### config.mk
export PLATFORM = sky130hd
export DESIGN_NAME = data_mem_arbiter
export DESIGN_NICKNAME = d
export VERILOG_FILES = /design/src/rtl/data_mem_arbiter.sv
export SDC_FILE = /design/constraint.sdc
export NUM_CORES = 1
export LEC_CHECK = 0
export BUFFER_PORTS_ARGS = -buffer_cell sky130_fd_sc_hd__buf_4
export CAP_MARGIN = 15
export CORE_ASPECT_RATIO = 0.5
export CORE_MARGIN = 3
export CORE_UTILIZATION = 51
export DETAILED_ROUTE_END_ITERATION = 7
export HOLD_SLACK_MARGIN = 0.05
export PLACE_DENSITY = 0.86
export RECOVER_POWER = 100
export SYNTH_ARGS = -nofsm -noshare
export SYNTH_HDL_FRONTEND = slang
export SYNTH_SLANG_ARGS = --single-unit
### constraint.sdc
create_clock -name clk -period 9.8 [get_ports clk]
set_clock_uncertainty 0.1 [all_clocks]
set_input_delay 0.98 -clock clk [delete_from_list [all_inputs] [get_ports clk]]
set_output_delay 0.98 -clock clk [all_outputs]
set_load 0.01 [all_outputs]
### src/rtl/data_mem_arbiter.sv
// Two-port round-robin arbiter in front of a single-port data memory.
// One access is staged per cycle; reads return two cycles after acceptance.
module data_mem_arbiter #(
  parameter int AW = 32,
  parameter int DW = 32
) (
  input  logic          clk,
  input  logic          reset,
  input  logic          p0_req,
  input  logic          p0_we,
  input  logic [AW-1:0] p0_addr,
  input  logic [DW-1:0] p0_wdata,
  output logic          p0_gnt,
  output logic          p0_rvalid,
  output logic [DW-1:0] p0_rdata,
  input  logic          p1_req,
  input  logic          p1_we,
  input  logic [AW-1:0] p1_addr,
  input  logic [DW-1:0] p1_wdata,
  output logic          p1_gnt,
  output logic          p1_rvalid,
  output logic [DW-1:0] p1_rdata,
  output logic [AW-1:0] mem_a,
  output logic [DW-1:0] mem_wd,
  output logic          mem_we,
  input  logic [DW-1:0] mem_rd,
  output logic [15:0]   conflict_cnt
);

  typedef enum logic {IDLE, ACTIVE} state_t;

  typedef struct packed {
    logic          port;
    logic          we;
    logic [AW-1:0] addr;
    logic [DW-1:0] wdata;
  } stage_t;

  state_t        state, state_nxt;
  stage_t        stg;
  logic          rr_last;
  logic          accept;
  logic          rd_vld, rd_port;
  logic [DW-1:0] rdata0, rdata1;
  logic [15:0]   cnt;

  // On a tie the port that was not granted last wins.
  always_comb begin
    p0_gnt = ~reset & p0_req & (~p1_req | rr_last);
    p1_gnt = ~reset & p1_req & (~p0_req | ~rr_last);
    accept = p0_gnt | p1_gnt;
  end

  // ACTIVE doubles as the stage-valid bit; outputs are gated by reset so a
  // staged write is dropped the moment reset rises.
  always_comb begin
    state_nxt = IDLE;
    mem_a     = '0;
    mem_wd    = '0;
    mem_we    = 1'b0;
    case (state)
      IDLE: begin
        if (accept) state_nxt = ACTIVE;
      end
      ACTIVE: begin
        if (accept) state_nxt = ACTIVE;
        if (!reset) begin
          mem_a  = stg.addr;
          mem_wd = stg.wdata;
          mem_we = stg.we;
        end
      end
      default: state_nxt = IDLE;
    endcase
  end

  always_ff @(posedge clk) begin
    if (reset) state <= IDLE;
    else       state <= state_nxt;
  end

  always_ff @(posedge clk) begin
    if (accept) begin
      stg.port  <= p1_gnt;
      stg.we    <= p1_gnt ? p1_we    : p0_we;
      stg.addr  <= p1_gnt ? p1_addr  : p0_addr;
      stg.wdata <= p1_gnt ? p1_wdata : p0_wdata;
    end
  end

  always_ff @(posedge clk) begin
    if (reset)       rr_last <= 1'b1;
    else if (accept) rr_last <= p1_gnt;
  end

  always_ff @(posedge clk) begin
    if (reset) begin
      rd_vld  <= 1'b0;
      rd_port <= 1'b0;
      rdata0  <= '0;
      rdata1  <= '0;
    end else begin
      rd_vld  <= (state == ACTIVE) && !stg.we;
      rd_port <= stg.port;
      if ((state == ACTIVE) && !stg.we) begin
        if (stg.port) rdata1 <= mem_rd;
        else          rdata0 <= mem_rd;
      end
    end
  end

  always_ff @(posedge clk) begin
    if (reset)                              cnt <= '0;
    else if (p0_req && p1_req && cnt != 16'hFFFF) cnt <= cnt + 16'd1;
  end

  always_comb begin
    p0_rvalid    = ~reset & rd_vld & ~rd_port;
    p1_rvalid    = ~reset & rd_vld & rd_port;
    p0_rdata     = reset ? '0 : rdata0;
    p1_rdata     = reset ? '0 : rdata1;
    conflict_cnt = reset ? '0 : cnt;
  end

endmodule

Yosys cells after proc, flatten, opt, wreduce, memory -nomap -nowiden:

Index checks and enable logic that the tools add are counted.

* bits of input ports: 166
* bits in registers: 150
* output and inout port bits: 149
* word-level logic and storage cells: 48

* $add $sub $neg: 1
* muxes and demuxes: 13
* reductions and logical operators: 6
* bitwise operators: 16
* equality and inequality tests: 1

Operators with widths (number)
* $mux 32: 8
* $add 16x1->16 const B: 1
* $mux 16: 1
* $ne 16x16->1 const B: 1
* $and 1x1->1: 7
* $not 1->1: 6
* $mux 1: 4
* $reduce_and 2->1: 2
* $logic_and 1x1->1: 3
* $or 1x1->1: 3
* $logic_not 1->1: 1

Depth between registers and ports, before layout:

* word-level depth: 5
* gate-level depth with buffers: 6
* depth with buffers taken out: 5

Least setup slack after synthesis:

Ideal clock, no wire load.

* path type: input to register
* from: input port reset
* to: register stg[0] (netlist bit), enable pin
* library setup time: 0.492 ns
* path slack: 4.882 ns
* cell stages on the path: 4
* path buffers: 3
* required time: 9.208 ns
* arrival time: 4.326 ns
* cells stage by stage: buf_2 buf_1 buf_1 nor2_1

* longest elaborated chain between the ends: 4
* elaborated cells between the ends (all ways): 6
* classes of those cells: bitwise (6)

RTL lines
* start, declared: line 8 `input logic reset,`
* $not 1->1 *: line 49, 50
* $and 1x1->1, on equally long branches (2 in a row): line 49, 50
* $or 1x1->1 *: line 51 `accept = p0_gnt | p1_gnt;`
* named net accept: line 42 `logic accept;`
* end, declared: line 40 `stage_t stg;`

Mark *: on every way through the listed nets, which the timed path passes. The rest lies on a longest branch.
A chain may end at the register's enable or synchronous reset.

Worst setup path in the final report:

* from: input port reset
* to: output port mem_wd[3]

* longest elaborated chain between the ends: 2

RTL lines
* $mux 32: line 67 `if (!reset) begin`
* $mux 32: line 61 `case (state)`
* end, declared: line 24 `output logic [DW-1:0] mem_wd,`

Every way passes these cells.

==> out/qor.json <==
{
  "status": {
    "status": "complete, but fails checks",
    "violations_in_the_final_reports": "capacitance limit, slew limit"
  },
  "floorplanning": {
    "floorplan.initialDensity_pct": 52.82,
    "num_io_pins": 315,
    "die_area_sq_um": 14770,
    "fp.dieH_um": 87.44,
    "num_rows": 29,
    "floorplan.die.width_um": 168.9,
    "core_footprint_sq_um": 12810
  },
  "yosys": {
    "synth-compound-area-share_pct": 8.027,
    "synthesis.area_per_instance_sq_um": 10.84,
    "number_of_unique_standard_cell_types_used_by_synthesis": 36,
    "synth_warnings": 0,
    "synth-edff-count": 66,
    "postSynthNetCount": 791,
    "main_combinational_cell_family_by_area_after_synthesis": "simple AND/OR/NAND/NOR gates",
    "yosys_register_bits": 150,
    "synth-simple-area-share_pct": 22.88,
    "synth_area_leader_cell": "edfxtp_1",
    "mappedNetlistArea_sq_um": 6765,
    "yosys-top-cells-area": "edfxtp_1 (29%), dfxtp_1 (25%), mux2_2 (12%)",
    "synthFlopType": "dfxtp_1",
    "synth-seq-area-share_pct": 54.15,
    "synth_largest_type_area_fraction_pct": 29.30,
    "synthMostInstantiatedCell": "dfxtp_1",
    "synthesis.instances": 624,
    "ys_async_sr_fraction_pct": 0,
    "synthXorXnorAreaFrac_pct": 0,
    "post_synthesis_adder_cell_area_fraction_pct": 0.1849,
    "post_synth_mux_area_share_pct": 11.98,
    "netlist_top_cells_count": "dfxtp_1 (84), nor2b_1 (82), mux2_2 (72)"
  },
  "global_routing": {
    "globalRoute.totalOverflow": 0,
    "grt_first_pass_wirelength_um": 29570,
    "grt_start_max_net_pins": 74,
    "grt_use_total_pct": 25.23,
    "first_global_vias": 5814,
    "antenna_found_initial": 0
  },
  "placement": {
    "port_buffers": 314,
    "gpl_wtd_cong": 0.8149,
    "detailed_place_hpwl_um": 13690
  },
  "setup_path": {
    "arrival_ns": 5.09,
    "cp_data_required_time_ns": 8.72,
    "setup.worst_path.end_class": "output pin",
    "startpoint_type": "input port",
    "criticalPathCategory": "input port to output pin",
    "critical_path.max_fanout": 66
  },
  "timing": {
    "final-setup-viol-count": 0,
    "timing_hold_violations_final": 0,
    "grt_setup_unrepaired": "no",
    "period_needed_ns": 6.167,
    "final_max_slew_viol_count": 246,
    "worst_pin_slew_ns": 3.546,
    "fmax_mhz": 162.2,
    "max_slew_margin_pct": -136.4,
    "fraction_of_the_cycle_the_final_worst_path_needs_pct": 62.93,
    "setup-tns-final_ns": 0
  },
  "detailed_routing": {
    "routed_via_density": 5.176,
    "drc_violation_count_after_routing": 0,
    "met1_length_um": 7528,
    "met2_length_um": 10230,
    "ant_nets": 0,
    "wl_met3_um": 1133,
    "first_iter_violations": 470,
    "routed-via-count": 5704,
    "routedWlPerCell_um": 17.59,
    "drt-pass1-iter-count": 5,
    "topRoutingLayerUsed": "met4",
    "wl_um": 19390
  },
  "power": {
    "clkPwrFrac_pct": 43.7,
    "ir_worst_vdd_mv": 0.1023,
    "comb_power_share_pct": 10.9,
    "power-per-cell-area_nw_per_um2": 162.8,
    "power.switching_mw": 0.3446,
    "internal_power_mw": 1.194,
    "swShare_pct": 22.39,
    "leakage_nw": 3.810,
    "totalPowerFinal_mw": 1.539,
    "sequentialPowerShare_pct": 45.4
  },
  "clock_network": {
    "cts_inserted_buffers": 17,
    "clk-insertion-delay-late_ns": 0.40,
    "cts_tree": "yes",
    "postCtsSetupRepairBufs": 0,
    "clock_tree.buffer_depth": 2,
    "hold_buffer_count_at_cts": 0,
    "clk_transition_reported_paths_ns": 0.06,
    "root_buffer": "clkbuf_16",
    "cts_sinks": 150,
    "cts_resized": 0,
    "h_tree_depth": 4
  },
  "cells_and_area": {
    "post_route_cells_drive_above_1_share_pct": 34.66,
    "number_of_antenna_repair_diodes": 0,
    "design.final.nets": 1087,
    "area.growth.synth_to_final_pct": 39.71
  },
  "min_path": {
    "hold_removal_path_class": "register to register"
  },
  "job": {
    "cap_violations": 5
  }
}
## registers in the layout (all words and copies together) (netlist names)
name and cells:
cnt 16, rd_port 1, rd_vld 1, rdata0 32, rdata1 32, rr_last 1, state 1, stg 66
## per-layer routing
metal / GRT usage, % / up-vias
met4: 8.092 / 0
met2: 46.87 / 203
li1: - / 2764
met5: 0 / -
met1: 28.95 / 2695
met3: 6.301 / 42
## cells in the final DEF (no fill, tap or decap), types with 15 or more instances in the layout
cell,instances
buf_4,218
o22a_1,32
dfxtp_1,84
clkbuf_1,103
clkbuf_16,20
and2_1,15
edfxtp_1,66
and2_0,50
mux2_2,67
a21oi_1,38
nor2b_1,82
nand2_1,68
nor2_1,15
## critical path, cell delays in order
cell and delay, ns:
clkbuf_1 1.83, nor2b_1 0.83, clkbuf_1 0.80, and2_0 0.45
buf_4 0.16
## worst paths after layout
kind / cells after the start / endpoint / start / slack, ns
max: 5 / mem_wd[3] / reset / 3.63
min: 2 / rdata0[27]$_SDFFE_PP0P_ / rdata0[27]$_SDFFE_PP0P_ / 0.35
max reg2reg: 4 / stg[34]$_DFFE_PP_ / rr_last$_SDFFE_PP1P_ / 5.85
min reg2reg: 2 / rdata0[27]$_SDFFE_PP0P_ / rdata0[27]$_SDFFE_PP0P_ / 0.35
## cells by family (layout without fill, tap and decap cells)
family	Yosys count	in the layout
simple gates	272	272
flops	150	150
compound gates	81	81
mux	72	72
buf+inv	48	356
fa+ha+maj	1	1
## power by group through the flow
stage                     Combinational, mW  Sequential [mW]  Clock [mW]
final                                 0.168            0.699       0.673
after global routing                  0.182            0.701       0.709
after CTS                             0.175            0.697       0.682
after detailed placement              0.174            0.710           0
after global placement                0.169            0.710           0
after floorplan                      0.0812            0.707           0
## area by class of cell
cell class	count	area, sq um
Fill cell	960	3357
Timing Repair Buffer	321	2023
Clock buffer	24	538.0
Clock inverter	7	77.57
Sequential cell	150	3664
Inverter	4	15.01
Tap cell	170	212.7
Multi-Input combinational cell	426	2922
## through the flow
step	worst slack, ns	utilization [%]	hold WS [ns]	instance area (sq um)	instances
after CTS	6.040	76.87	0.3504	9846	1101
after detailed placement	6.068	72.06	0.3419	9230	1070
after global routing	3.031	73.79	0.3714	9452	1102
final	3.633	73.79	0.3494	9452	1102
after floorplan	4.882	-	0.3318	6765	624
after global placement	6.096	72.06	0.3372	9230	1070
No activity file was read; power rests on OpenSTA's default activity.
